[config.mk]
export PLATFORM = sky130hd
export DESIGN_NAME = pcm_player
export DESIGN_NICKNAME = d
export VERILOG_FILES = /design/src/rtl/pcm_player.sv
export SDC_FILE = /design/constraint.sdc
export NUM_CORES = 1
export LEC_CHECK = 0
export CORE_MARGIN = 3
export CORE_UTILIZATION = 64
export CTS_BUF_LIST = sky130_fd_sc_hd__clkbuf_4 sky130_fd_sc_hd__clkbuf_8 sky130_fd_sc_hd__clkbuf_16
export CTS_CLUSTER_DIAMETER = 150
export CTS_CLUSTER_SIZE = 25
export DETAILED_ROUTE_END_ITERATION = 8
export DONT_BUFFER_PORTS = 1
export GPL_TIMING_DRIVEN = 0
export PLACE_DENSITY = 0.8
export SLEW_MARGIN = 20
export SYNTH_ARGS = -nofsm -noshare
export SYNTH_HDL_FRONTEND = slang
export SYNTH_SLANG_ARGS = --single-unit
[constraint.sdc]
create_clock -name clk -period 5.3 [get_ports clk]
set_clock_uncertainty 0.1 [all_clocks]
set_input_delay 0.53 -clock clk [delete_from_list [all_inputs] [get_ports clk]]
set_output_delay 0.53 -clock clk [all_outputs]
set_load 0.02 [all_outputs]
[src/rtl/pcm_player.sv]
// PCM playback engine: fetches samples from synchronous memory, scales by volume,
// and drives a registered PWM output with a period-boundary sequencer.
module pcm_player #(
    parameter int ADDR_W = 16,
    parameter int DATA_W = 8,
    parameter int REP    = 1
) (
    input  logic              clk,
    input  logic              rstn,
    input  logic              start,
    input  logic              stop,
    input  logic              loop_en,
    input  logic [ADDR_W-1:0] start_addr,
    input  logic [ADDR_W-1:0] end_addr,
    input  logic [3:0]        volume,
    output logic              mem_rd_en,
    output logic [ADDR_W-1:0] mem_addr,
    input  logic [DATA_W-1:0] mem_data,
    output logic              busy,
    output logic              done,
    output logic [ADDR_W-1:0] cur_addr,
    output logic              pwm
);

    localparam int              RW       = (REP > 1) ? $clog2(REP) : 1;
    localparam logic [RW-1:0]   REP_LAST = RW'(REP - 1);

    typedef enum logic [2:0] {IDLE, FETCH, WAIT, HOLD, LAST} state_t;

    state_t              state, state_nx;
    logic [DATA_W-1:0]   pwm_cnt, cur_sample, next_sample;
    logic [RW-1:0]       rep_cnt;
    logic [ADDR_W-1:0]   addr, sa_q, ea_q;
    logic                loop_q;
    logic                pwm_wrap, bnd, accept, abort;
    logic [4:0]          gain;
    logic [DATA_W+3:0]   prod;

    assign pwm_wrap = &pwm_cnt;
    assign bnd      = pwm_wrap && (rep_cnt == REP_LAST);
    assign accept   = (state == IDLE) && start && !stop;
    assign abort    = (state != IDLE) && stop;

    // volume+1 spans 1..16, so mem_data*16 still fits in DATA_W+4 bits
    assign gain = {1'b0, volume} + 5'd1;
    assign prod = {4'b0, mem_data} * {{(DATA_W-1){1'b0}}, gain};

    assign busy      = (state != IDLE);
    assign mem_rd_en = (state == FETCH);
    assign mem_addr  = addr;

    always_comb begin
        state_nx = state;
        done     = 1'b0;
        if (abort) begin
            state_nx = IDLE;
        end else begin
            case (state)
                IDLE:  if (accept) state_nx = FETCH;
                FETCH: state_nx = WAIT;
                WAIT:  state_nx = HOLD;
                HOLD:  if (bnd) state_nx = (addr == ea_q && !loop_q) ? LAST : FETCH;
                LAST:  if (bnd) begin
                           state_nx = IDLE;
                           done     = 1'b1;
                       end
                default: state_nx = IDLE;
            endcase
        end
    end

    always_ff @(posedge clk) begin
        if (!rstn) begin
            state       <= IDLE;
            pwm_cnt     <= '0;
            rep_cnt     <= '0;
            addr        <= '0;
            sa_q        <= '0;
            ea_q        <= '0;
            loop_q      <= 1'b0;
            next_sample <= '0;
            cur_sample  <= '0;
            cur_addr    <= '0;
            pwm         <= 1'b0;
        end else begin
            state <= state_nx;
            pwm   <= (pwm_cnt < cur_sample);

            // Start realigns the period so the first boundary lands exactly P clocks later
            if (accept) begin
                pwm_cnt <= '0;
                rep_cnt <= '0;
                addr    <= start_addr;
                sa_q    <= start_addr;
                ea_q    <= end_addr;
                loop_q  <= loop_en;
            end else begin
                pwm_cnt <= pwm_cnt + 1'b1;
                if (bnd)
                    rep_cnt <= '0;
                else if (pwm_wrap)
                    rep_cnt <= rep_cnt + 1'b1;
            end

            if (state == WAIT)
                next_sample <= prod[DATA_W+3:4];

            if (abort) begin
                cur_sample <= '0;
            end else if (bnd && state == HOLD) begin
                cur_sample <= next_sample;
                cur_addr   <= addr;
                if (addr != ea_q)
                    addr <= addr + 1'b1;
                else if (loop_q)
                    addr <= sa_q;
            end else if (bnd && state == LAST) begin
                cur_sample <= '0;
            end
        end
    end

endmodule
==> results of run 1 <==
## placed cells by master (no fill, tap or decap), types with 4 or more instances in the layout
cell type	netlist	layout
a21boi_0	60	60
inv_1	37	37
nor2_1	39	39
mux2i_1	5	5
nand3_1	25	25
dfxtp_1	94	94
nand2_1	146	146
nor3_1	4	4
ha_1	28	28
nand3b_1	11	11
a21oi_1	15	15
nor2b_1	8	8
xor2_1	32	32
buf_6	4	4
and3_1	6	6
o21ai_0	14	14
o21a_1	4	4
clkbuf_1	37	37
and2_1	21	21
a211oi_1	4	4
clkbuf_8	0	9
fa_1	16	16
nor4_1	5	5
xnor2_1	15	15
o22ai_1	9	9
a21o_1	5	5
nand2b_1	7	7
nand4_1	6	6
a22oi_1	8	8
## synthesized netlist by cell type, types with 3 or more instances
cell / n
nand2_1: 146
dfxtp_1: 94
a21boi_0: 60
nor2_1: 39
clkbuf_1: 37
inv_1: 37
xor2_1: 32
ha_1: 28
nand3_1: 25
and2_1: 21
fa_1: 16
a21oi_1: 15
xnor2_1: 15
o21ai_0: 14
nand3b_1: 11
o22ai_1: 9
a22oi_1: 8
nor2b_1: 8
nand2b_1: 7
and3_1: 6
nand4_1: 6
a21o_1: 5
mux2i_1: 5
nor4_1: 5
a211oi_1: 4
buf_6: 4
nor3_1: 4
o21a_1: 4
a2111oi_0: 3
o211ai_1: 3
## how the worst max path moves through the flow
stage | to | from
after global routing | next_sample[5] | volume[0]
after detailed placement | next_sample[5] | volume[0]
after CTS | next_sample[5] | volume[0]
final | next_sample[5] | volume[0]
after floorplan | next_sample[5] | volume[0]
after global placement | next_sample[5] | volume[0]
## area by class of cell
type / count / area (um^2) / share of cell area (%)
clock inverter: 7 / 87.6 / 1.46
inverter: 37 / 139 / 2.31
buffer: 42 / 189 / 3.15
multi-input combinational: 522 / 3450 / 57.5
clock buffer: 9 / 124 / 2.06
sequential: 94 / 1880 / 31.3
tap: 105 / 131 / 2.19
## kinds of logic after synthesis
group	count (synthesis)	share of synthesized area, %
AOI/OAI and AO/OA	133	16.3
xor gates and xnor gates	47	7.27
adders and majority gates	44	11.8
buffers and inverters	79	5.79
DFF	94	33.2
muxes	7	1.28
and+or+nand+nor	291	24.2
## sequential cells by signal, indices dropped and copies added, names as in the netlist
register / flops
cur_addr: 16
cur_sample: 8
ea_q: 16
loop_q: 1
mem_addr: 16
next_sample: 8
pwm: 1
pwm_cnt: 8
rep_cnt: 1
sa_q: 16
state: 3
## where the power goes
part           switching, mW  internal [mW]
Combinational          0.211          0.147
Sequential            0.0342          0.734
Clock                  0.279          0.230
## critical path, stage by stage
cell       delay (ns)
ha_1             0.20
xor2_1           0.45
and2_1           0.22
fa_1             0.44
fa_1             0.54
inv_1            0.05
fa_1             0.53
inv_1            0.04
ha_1             0.32
and4_1           0.17
a2111oi_0        0.85
o21ai_0          0.26
a21oi_1          0.17
o21ai_0          0.09
a21boi_0         0.17
## per-stage QoR
step	instances	instance area (um^2)
floorplan	695	5660
global placement	800	5790
detailed placement	800	5790
CTS	816	6000
global route	816	6000
finish	816	6000
## per-layer routing
metal,wire length (um),track usage [%],vias to the layer above
li1,-,-,2350
met1,5400,33.8,2258
met2,6910,50.1,170
met3,955,4.86,29
met4,230,8.60,0
met5,0,0,-
==> results.tsv, run 1 <==
metric	value	unit
Hold Path End	sa_q[14]	
mapped cell area	5660	um^2
initial antenna violation count	0	
crit path capture type	flop	
crit path DAT	5.03	ns
Post-DRT Antenna Nets	0	
Post-Synthesis Net Count	788	
CP required	5.49	ns
RSZ-0062 raised after global routing	false	
power per cell area	272	nW/um^2
Area growth syn-to-layout	6.06	%
syn avg cell area	8.14	um^2
overall power	1.64	mW
Mapped Cells	695	
worst slew pin tran	0.957	ns
hold_ws	0.192	ns
Crit Path Category	input pin to flop	
vias per cell	5.89	
reg2reg path depth	7	
Fmax achieved	206	MHz
share of layout cells above drive strength 1	4.08	%
global route overflow	0	
Hold Fails Final Rpt	0	
Final Worst Setup Slack	0.453	ns
number of hold buffers added after cts	0	
fill count	665	
outcome	finished, final reports clean	
H-tree depth	3	
CP Launch Type	input pin	
Finished Core Util	71.6	%
Yosys reg bits	94	
Die Ht	100	um
port bufs	0	
Clock Sinks	94	
Synth cell types	50	
Worst-Skew Late Latency	0.37	ns
hold wc startpoint	start_addr[14]	
GR Util All Layers	27.8	%
Root Buffer	clkbuf_8	
sequential share of the synthesized area	33.2	%
worst hold path type	input pin to flop	
starting density of the core	67.5	%
CTS tree	built	
Post-Place Setup Slack	0.113	ns
Slew Viols, Final	0	
Synth top area share	33.2	%
DP HPWL	10200	um
gp weighted congestion	0.846	
reg2reg setup slack	2.42	ns
vias in the first global route	4741	
Final setup viols	0	
first-pass GRT wire length	22500	um
DIE WIDTH	100	um
core area	8380	um^2
asr flop ratio synth	0	%
Detailed Route WL	13500	um
ys flop type	dfxtp_1	
diodes inserted	0	
post-cts resize count	0	
min Tclk post-route	4.85	ns
drt wl/cell	16.5	um
reg2reg end	mem_addr[9]	
Via Count	4807	
largest area contributor in the netlist	dfxtp_1	
Max FO, Critical Path	9	
slew margin rel.	34.6	%
DRC Markers	0	
largest net degree at the start of global routing	19	
die area	10000	um^2
EDFF count, synth	0	
setup TNS	0	ns
DR pass1 iterations	5	
Hold Path Stages	2	
site row count	33	
Max-Cap Viols	0	
postcts setup bufs	0	
largest cells by area after synthesis	dfxtp_1 33%, nand2_1 9.7%, a21boi_0 8.0%	
Worst-path clk slew	0.11	ns
TritonCTS Buffers	9	
Leak	2.41	nW
# IOs	85	
crit share post-route	91.5	%
peak supply drop	160	uV
final net count	799	
Worst R2R Start	pwm_cnt[0]	
YS warnings	0	
CTS Buffer Depth	2	
initial DRC count	273	
Power figures use the tool's default switching activity.
==> inputs of run 2 (changes only) <==
--- a/config.mk
+++ b/config.mk
@@ -6,14 +6,13 @@
 export NUM_CORES = 1
 export LEC_CHECK = 0
 export CORE_MARGIN = 3
-export CORE_UTILIZATION = 64
+export CORE_UTILIZATION = 40
 export CTS_BUF_LIST = sky130_fd_sc_hd__clkbuf_4 sky130_fd_sc_hd__clkbuf_8 sky130_fd_sc_hd__clkbuf_16
 export CTS_CLUSTER_DIAMETER = 150
 export CTS_CLUSTER_SIZE = 25
 export DETAILED_ROUTE_END_ITERATION = 8
 export DONT_BUFFER_PORTS = 1
 export GPL_TIMING_DRIVEN = 0
-export PLACE_DENSITY = 0.8
 export SLEW_MARGIN = 20
 export SYNTH_ARGS = -nofsm -noshare
 export SYNTH_HDL_FRONTEND = slang
==> constraint.sdc (replaced) <==
create_clock -name clk -period 5.45 [get_ports clk]
set_clock_uncertainty 0.1 [all_clocks]
set_input_delay 0.545 -clock clk [delete_from_list [all_inputs] [get_ports clk]]
set_output_delay 0.545 -clock clk [all_outputs]
set_load 0.02 [all_outputs]
==> run 2 against run 1 <==
Against the previous run:
- design area is 3.0% higher
- sequential share of layout area is 0.91 points lower
- worst setup slack better by 0.066 ns
- register-to-register slack better by 0.05 ns
- final cell count is 8.8% higher
- hold slack better by 0.044 ns
- clock-buffer cell count stayed put
- first-iteration DRC count is 12% lower
- sequential cell count stayed put
- critical path depth stayed put
- global-route usage is 8.2 points lower
- sequential power is 2.6% lower
- critical endpoint unchanged
==> results.tsv, run 2 (synthesis gave the netlist of run 1 again) <==
metric	value	unit	change
site row count	42		+27%
postcts setup bufs	0		unchanged
Final setup viols	0		unchanged
GR Util All Layers	19.6	%	-8.2 points
initial DRC count	239		-12%
outcome	finished, final reports clean		
hold_ws	0.236	ns	+0.0445 ns
RSZ-0062 raised after global routing	false		
H-tree depth	3		unchanged
# IOs	85		unchanged
CP Cell Sequence	ha_1 -> xor2_1 -> and2_1 -> fa_1 -> fa_1 -> inv_1 -> fa_1 -> inv_1 -> ha_1 -> and4_1 -> a2111oi_0 -> o21ai_0 -> a21oi_1 -> o21ai_0 -> a21boi_0		
starting density of the core	41.7	%	-26 points
setup TNS	0	ns	unchanged
most frequent cells in the layout	146 x nand2_1, 94 x dfxtp_1, 60 x a21boi_0, 39 x nor2_1		
die area	15600	um^2	+56%
reg2reg setup slack	2.47	ns	+0.05 ns
Slowest-stage cell, CP	a2111oi_0		
post-cts resize count	0		unchanged
CP required	5.62	ns	+0.13 ns
Fmax achieved	203	MHz	
final instance area	6180	um^2	+3.0%
peak supply drop	150	uV	-6.6%
placed cells	871		+8.9%
first-pass GRT wire length	24800	um	+10%
worst hold path type	input pin to flop		
drt wl/cell	17.3	um	+4.5%
Leak	2.45	nW	+1.7%
vias per cell	5.42		-8.0%
CP Launch Type	input pin		
Crit path max-delay family	adder cells		
initial antenna violation count	1		+1
Max FO, Critical Path	9		unchanged
share of layout cells above drive strength 1	4.08	%	unchanged
DP HPWL	11600	um	+13%
Max-Cap Viols	0		unchanged
Post-DRT Antenna Nets	0		unchanged
slew margin rel.	31.8	%	-2.7 points
crit path DAT	5.10	ns	+0.07 ns
DP Area	5880	um^2	+1.5%
largest net degree at the start of global routing	17		-2
DIE WIDTH	125	um	+25%
core area	13600	um^2	+62%
min Tclk post-route	4.93	ns	
commonest non-fill, non-tap cell in the layout	nand2_1		
fill count	1385		+110%
Detailed Route WL	15300	um	+14%
CTS tree	built		
worst slew pin tran	1.01	ns	+0.0574 ns
Via Count	4813		+0.12%
overall power	1.74	mW	+6.2%
DRC Markers	0		unchanged
crit share post-route	90.5	%	
Clock Sinks	94		unchanged
Root Buffer	clkbuf_16		
gp weighted congestion	0.842		-0.54%
crit path capture type	flop		
TritonCTS Buffers	9		unchanged
number of hold buffers added after cts	0		unchanged
Crit Path Category	input pin to flop		
Area growth syn-to-layout	9.24	%	
Post-Layout Cell Count	888		+8.8%
CP dominant cell by count	fa_1		
Slew Viols, Final	0		unchanged
CTS Buffer Depth	2		unchanged
Die Ht	125	um	+25%
Hold Fails Final Rpt	0		unchanged
worst stage delay on the critical path	0.82	ns	-0.03 ns
global route overflow	0		unchanged
DR pass1 iterations	5		unchanged
vias in the first global route	4861		+2.5%
port bufs	0		unchanged
Worst-path clk slew	0.07	ns	-0.04 ns
crit path buf inv count	2		unchanged
power per cell area	281	nW/um^2	+3.1%
Worst-Skew Late Latency	0.35	ns	-0.02 ns
final net count	799		unchanged
## run 2: cell types whose count changed in the layout (fill, tap and decap cells not counted)
cell,previous run,this run
clkbuf_8,9,0
inv_6,2,0
clkinv_2,0,2
inv_8,2,0
clkinv_4,2,4
diode_2,0,1
clkbuf_16,0,9
## run 2: report_power, final
| group | total, mW | switching, mW | internal (mW) |
|---|---|---|---|
| Clock | 0.635 | 0.278 | 0.357 |
| Combinational | 0.354 | 0.210 | 0.143 |
| Sequential | 0.748 | 0.0337 | 0.714 |
## run 2: area by class of cell
| class | count | area, um^2 | share of cell area (%) |
|---|---|---|---|
| multi-input cells | 522 | 3450 | 55.8 |
| flip-flops and latches | 94 | 1880 | 30.4 |
| clock buffers | 9 | 225 | 3.64 |
| well taps | 176 | 220 | 3.56 |
| plain buffers | 42 | 189 | 3.06 |
| inverters | 37 | 139 | 2.25 |
| clock inverters | 7 | 75.1 | 1.21 |
| diodes | 1 | 2.50 | 0.0405 |
## run 2: path summary, 6_finish.rpt
kind	startpoint	end	depth (start not counted)
max	volume[0]	next_sample[5]	15
min	end_addr[10]	ea_q[10]	2
max reg2reg	pwm_cnt[1]	mem_addr[9]	7
min reg2reg	rep_cnt	rep_cnt	2
## run 2: layer usage
metal  routed length (um)  vias up  GRT usage [%]
met1                 6340     2295           22.8
met5                   13        -              0
li1                     -     2353              -
met4                  341        2           7.27
met2                 7620      133           34.7
met3                 1030       30           5.07
## run 2: through the flow
step / worst slack [ns] / utilization, %
after floorplan: 0.725 / -
after global placement: 0.259 / 43.4
after detailed placement: 0.195 / 43.4
after CTS: 0.549 / 45.6
after global routing: 0.146 / 45.6
final: 0.519 / 45.6
==> inputs of run 3 (changes only) <==
--- a/config.mk
+++ b/config.mk
@@ -5,6 +5,7 @@
 export SDC_FILE = /design/constraint.sdc
 export NUM_CORES = 1
 export LEC_CHECK = 0
+export ABC_AREA = 1
 export CORE_MARGIN = 3
 export CORE_UTILIZATION = 40
 export CTS_BUF_LIST = sky130_fd_sc_hd__clkbuf_4 sky130_fd_sc_hd__clkbuf_8 sky130_fd_sc_hd__clkbuf_16
==> run 3 against run 2 <==
Against the previous run:
- synthesized cell count increased by 28%
- critical endpoint is now next_sample[7]
- combinational power grew 130%
- hold slack gained 0.023 ns
- power increased by 37%
- critical path type unchanged
- wire length rose by 7.8%
==> results.tsv, run 3 <==
metric	value	unit	change
outcome	finished, final reports clean		
share of layout cells above drive strength 1	9.94	%	+5.9 points
drt wl/cell	15.2	um	-12%
Finished Core Util	45.2	%	-0.37 points
Post-Layout Cell Count	1089		+23%
CP required	5.59	ns	-0.03 ns
Post-DRT Antenna Nets	0		unchanged
mapped cell area	6050	um^2	+6.9%
slew margin rel.	56.8	%	+25 points
asr flop ratio synth	0	%	unchanged
largest family of logic cells by synthesized area	simple AND/OR/NAND/NOR gates		
Via Count	5502		+14%
adder-cell share of the synthesized area	11.1	%	-0.76 points
RSZ-0062 raised after global routing	false		
Clock Sinks	94		unchanged
top cells by count, synth	250 x nand2_1, 110 x inv_1, 94 x dfxtp_1		
power per cell area	360	nW/um^2	+28%
diodes inserted	0		-1
post-synthesis mux area share	0	%	-1.3 points
Leak	3.05	nW	+24%
DP HPWL	13000	um	+12%
vias per cell	5.05		-6.8%
postcts setup bufs	0		unchanged
crit share post-route	75.1	%	-15 points
crit path DAT	4.23	ns	-0.87 ns
Area growth syn-to-layout	9.54	%	
Mapped Cells	889		+28%
initial antenna violation count	0		-1
reg2reg path depth	12		+5
Hold Fails Final Rpt	0		unchanged
largest cells by area after synthesis	dfxtp_1 31%, nand2_1 16%, inv_1 6.8%		
H-tree depth	3		unchanged
# IOs	85		unchanged
compound-gate portion of the synthesized area	13.5	%	-2.8 points
port bufs	0		unchanged
core area	14600	um^2	+8.0%
vias in the first global route	5072		+4.3%
most frequent cells in the layout	250 x nand2_1, 110 x inv_1, 94 x dfxtp_1, 85 x nor2_1, 66 x a21oi_1		
Post-Synthesis Net Count	982		+25%
sequential share of the synthesized area	31.1	%	-2.1 points
crit path capture type	flop		
CTS Buffer Depth	2		unchanged
first-pass GRT wire length	26300	um	+6.1%
gp weighted congestion	0.920		+9.2%
YS warnings	0		unchanged
post-cts resize count	0		unchanged
DIE WIDTH	129	um	+3.2%
Max FO, Critical Path	5		-4
commonest non-fill, non-tap cell in the layout	nand2_1		
Root Buffer	clkbuf_16		
XOR/XNOR share of the synthesized area	3.33	%	-3.9 points
largest net degree at the start of global routing	17		unchanged
CTS tree	built		
largest area contributor in the netlist	dfxtp_1		
count leader, synth	nand2_1		
TritonCTS Buffers	9		unchanged
DR pass1 iterations	5		unchanged
setup TNS	0	ns	unchanged
Worst-Skew Late Latency	0.35	ns	about the same
global route overflow	0		unchanged
Hold Path Stages	2		unchanged
site row count	44		+4.8%
Fmax achieved	244	MHz	+21%
post-synthesis simple-gate area fraction	29.6	%	+5.4 points
worst slew pin tran	0.649	ns	-0.366 ns
Crit Path Category	input pin to flop		
EDFF count, synth	0		unchanged
final net count	993		+24%
GR Util All Layers	20.1	%	+0.47 points
worst hold path type	input pin to flop		
syn avg cell area	6.80	um^2	-16%
die area	16600	um^2	+6.5%
min Tclk post-route	4.09	ns	-0.840 ns
Slew Viols, Final	0		unchanged
DRC Markers	0		unchanged
number of hold buffers added after cts	0		unchanged
Synth cell types	41		-18%
Max-Cap Viols	0		unchanged
Synth top area share	31.1	%	-2.1 points
initial DRC count	400		+67%
Die Ht	129	um	+3.2%
Worst-path clk slew	0.07	ns	about the same
ys flop type	dfxtp_1		
starting density of the core	41.3	%	-0.45 points
Final setup viols	0		unchanged
placed cells	1073		+23%
peak supply drop	185	uV	+24%
Detailed Route WL	16500	um	+7.8%
Yosys reg bits	94		unchanged
CP Launch Type	input pin		
run 3: area by class of cell:
type                            count  area (um^2)
Fill cell                        1561         8020
Multi-Input combinational cell    634         3480
Sequential cell                    94         1880
Inverter                          133          499
Tap cell                          184          230
Clock buffer                        9          225
Buffer                             28          183
Clock inverter                      7          121
run 3: per-stage QoR:
stage | cell area (um^2) | hold WS (ns) | setup slack, ns | power (mW)
global route | 6630 | 0.268 | 1.02 | 2.55
floorplan | 6050 | 0.327 | 1.35 | 1.47
CTS | 6630 | 0.254 | 1.33 | 2.39
finish | 6630 | 0.259 | 1.36 | 2.39
global placement | 6280 | 0.353 | 0.991 | 1.66
detailed placement | 6280 | 0.356 | 0.969 | 1.66
run 3: cells by family (layout without fill, tap and decap cells):
family / after synthesis / after routing
and+or+nand+nor: 417 / 417
DFF: 94 / 94
buffers and inverters: 161 / 177
adders and majority gates: 44 / 44
AOI/OAI and AO/OA: 150 / 150
xor gates and xnor gates: 23 / 23
run 3: power by group:
| part | internal, mW | switching (mW) | total (mW) |
|---|---|---|---|
| clock | 0.451 | 0.286 | 0.737 |
| sequential | 0.767 | 0.0837 | 0.850 |
| combinational | 0.266 | 0.532 | 0.799 |
run 3: critical path, cell delays in order:
cell and delay [ns]:
ha_1 0.20, xor2_1 0.30, inv_1 0.18, nor2_1 0.15, fa_1 0.45, fa_1 0.54, inv_1 0.05, fa_1 0.52
inv_1 0.04, ha_1 0.36, a21oi_1 0.29, a21o_1 0.16, nand3_1 0.06, nor2_1 0.13, nor2_1 0.05, o21ai_0 0.15
inv_1 0.05
run 3: layer usage:
| metal | vias up | part of all wire [%] | track usage (%) | wire, um |
|---|---|---|---|---|
| met5 | - | 0 | 0 | 0 |
| met4 | 0 | 1.0 | 4.94 | 173 |
| met3 | 15 | 7.0 | 4.69 | 1160 |
| met2 | 144 | 44 | 30.8 | 7340 |
| met1 | 2509 | 48 | 28.6 | 7860 |
| li1 | 2834 | - | - | - |
run 3: final timing paths:
path	startpoint	to	slack, ns
min reg2reg	cur_sample[5]	cur_sample[5]	0.36
max reg2reg	mem_addr[4]	mem_addr[5]	3.23
min	start_addr[10]	sa_q[10]	0.26
max	volume[0]	next_sample[7]	1.36
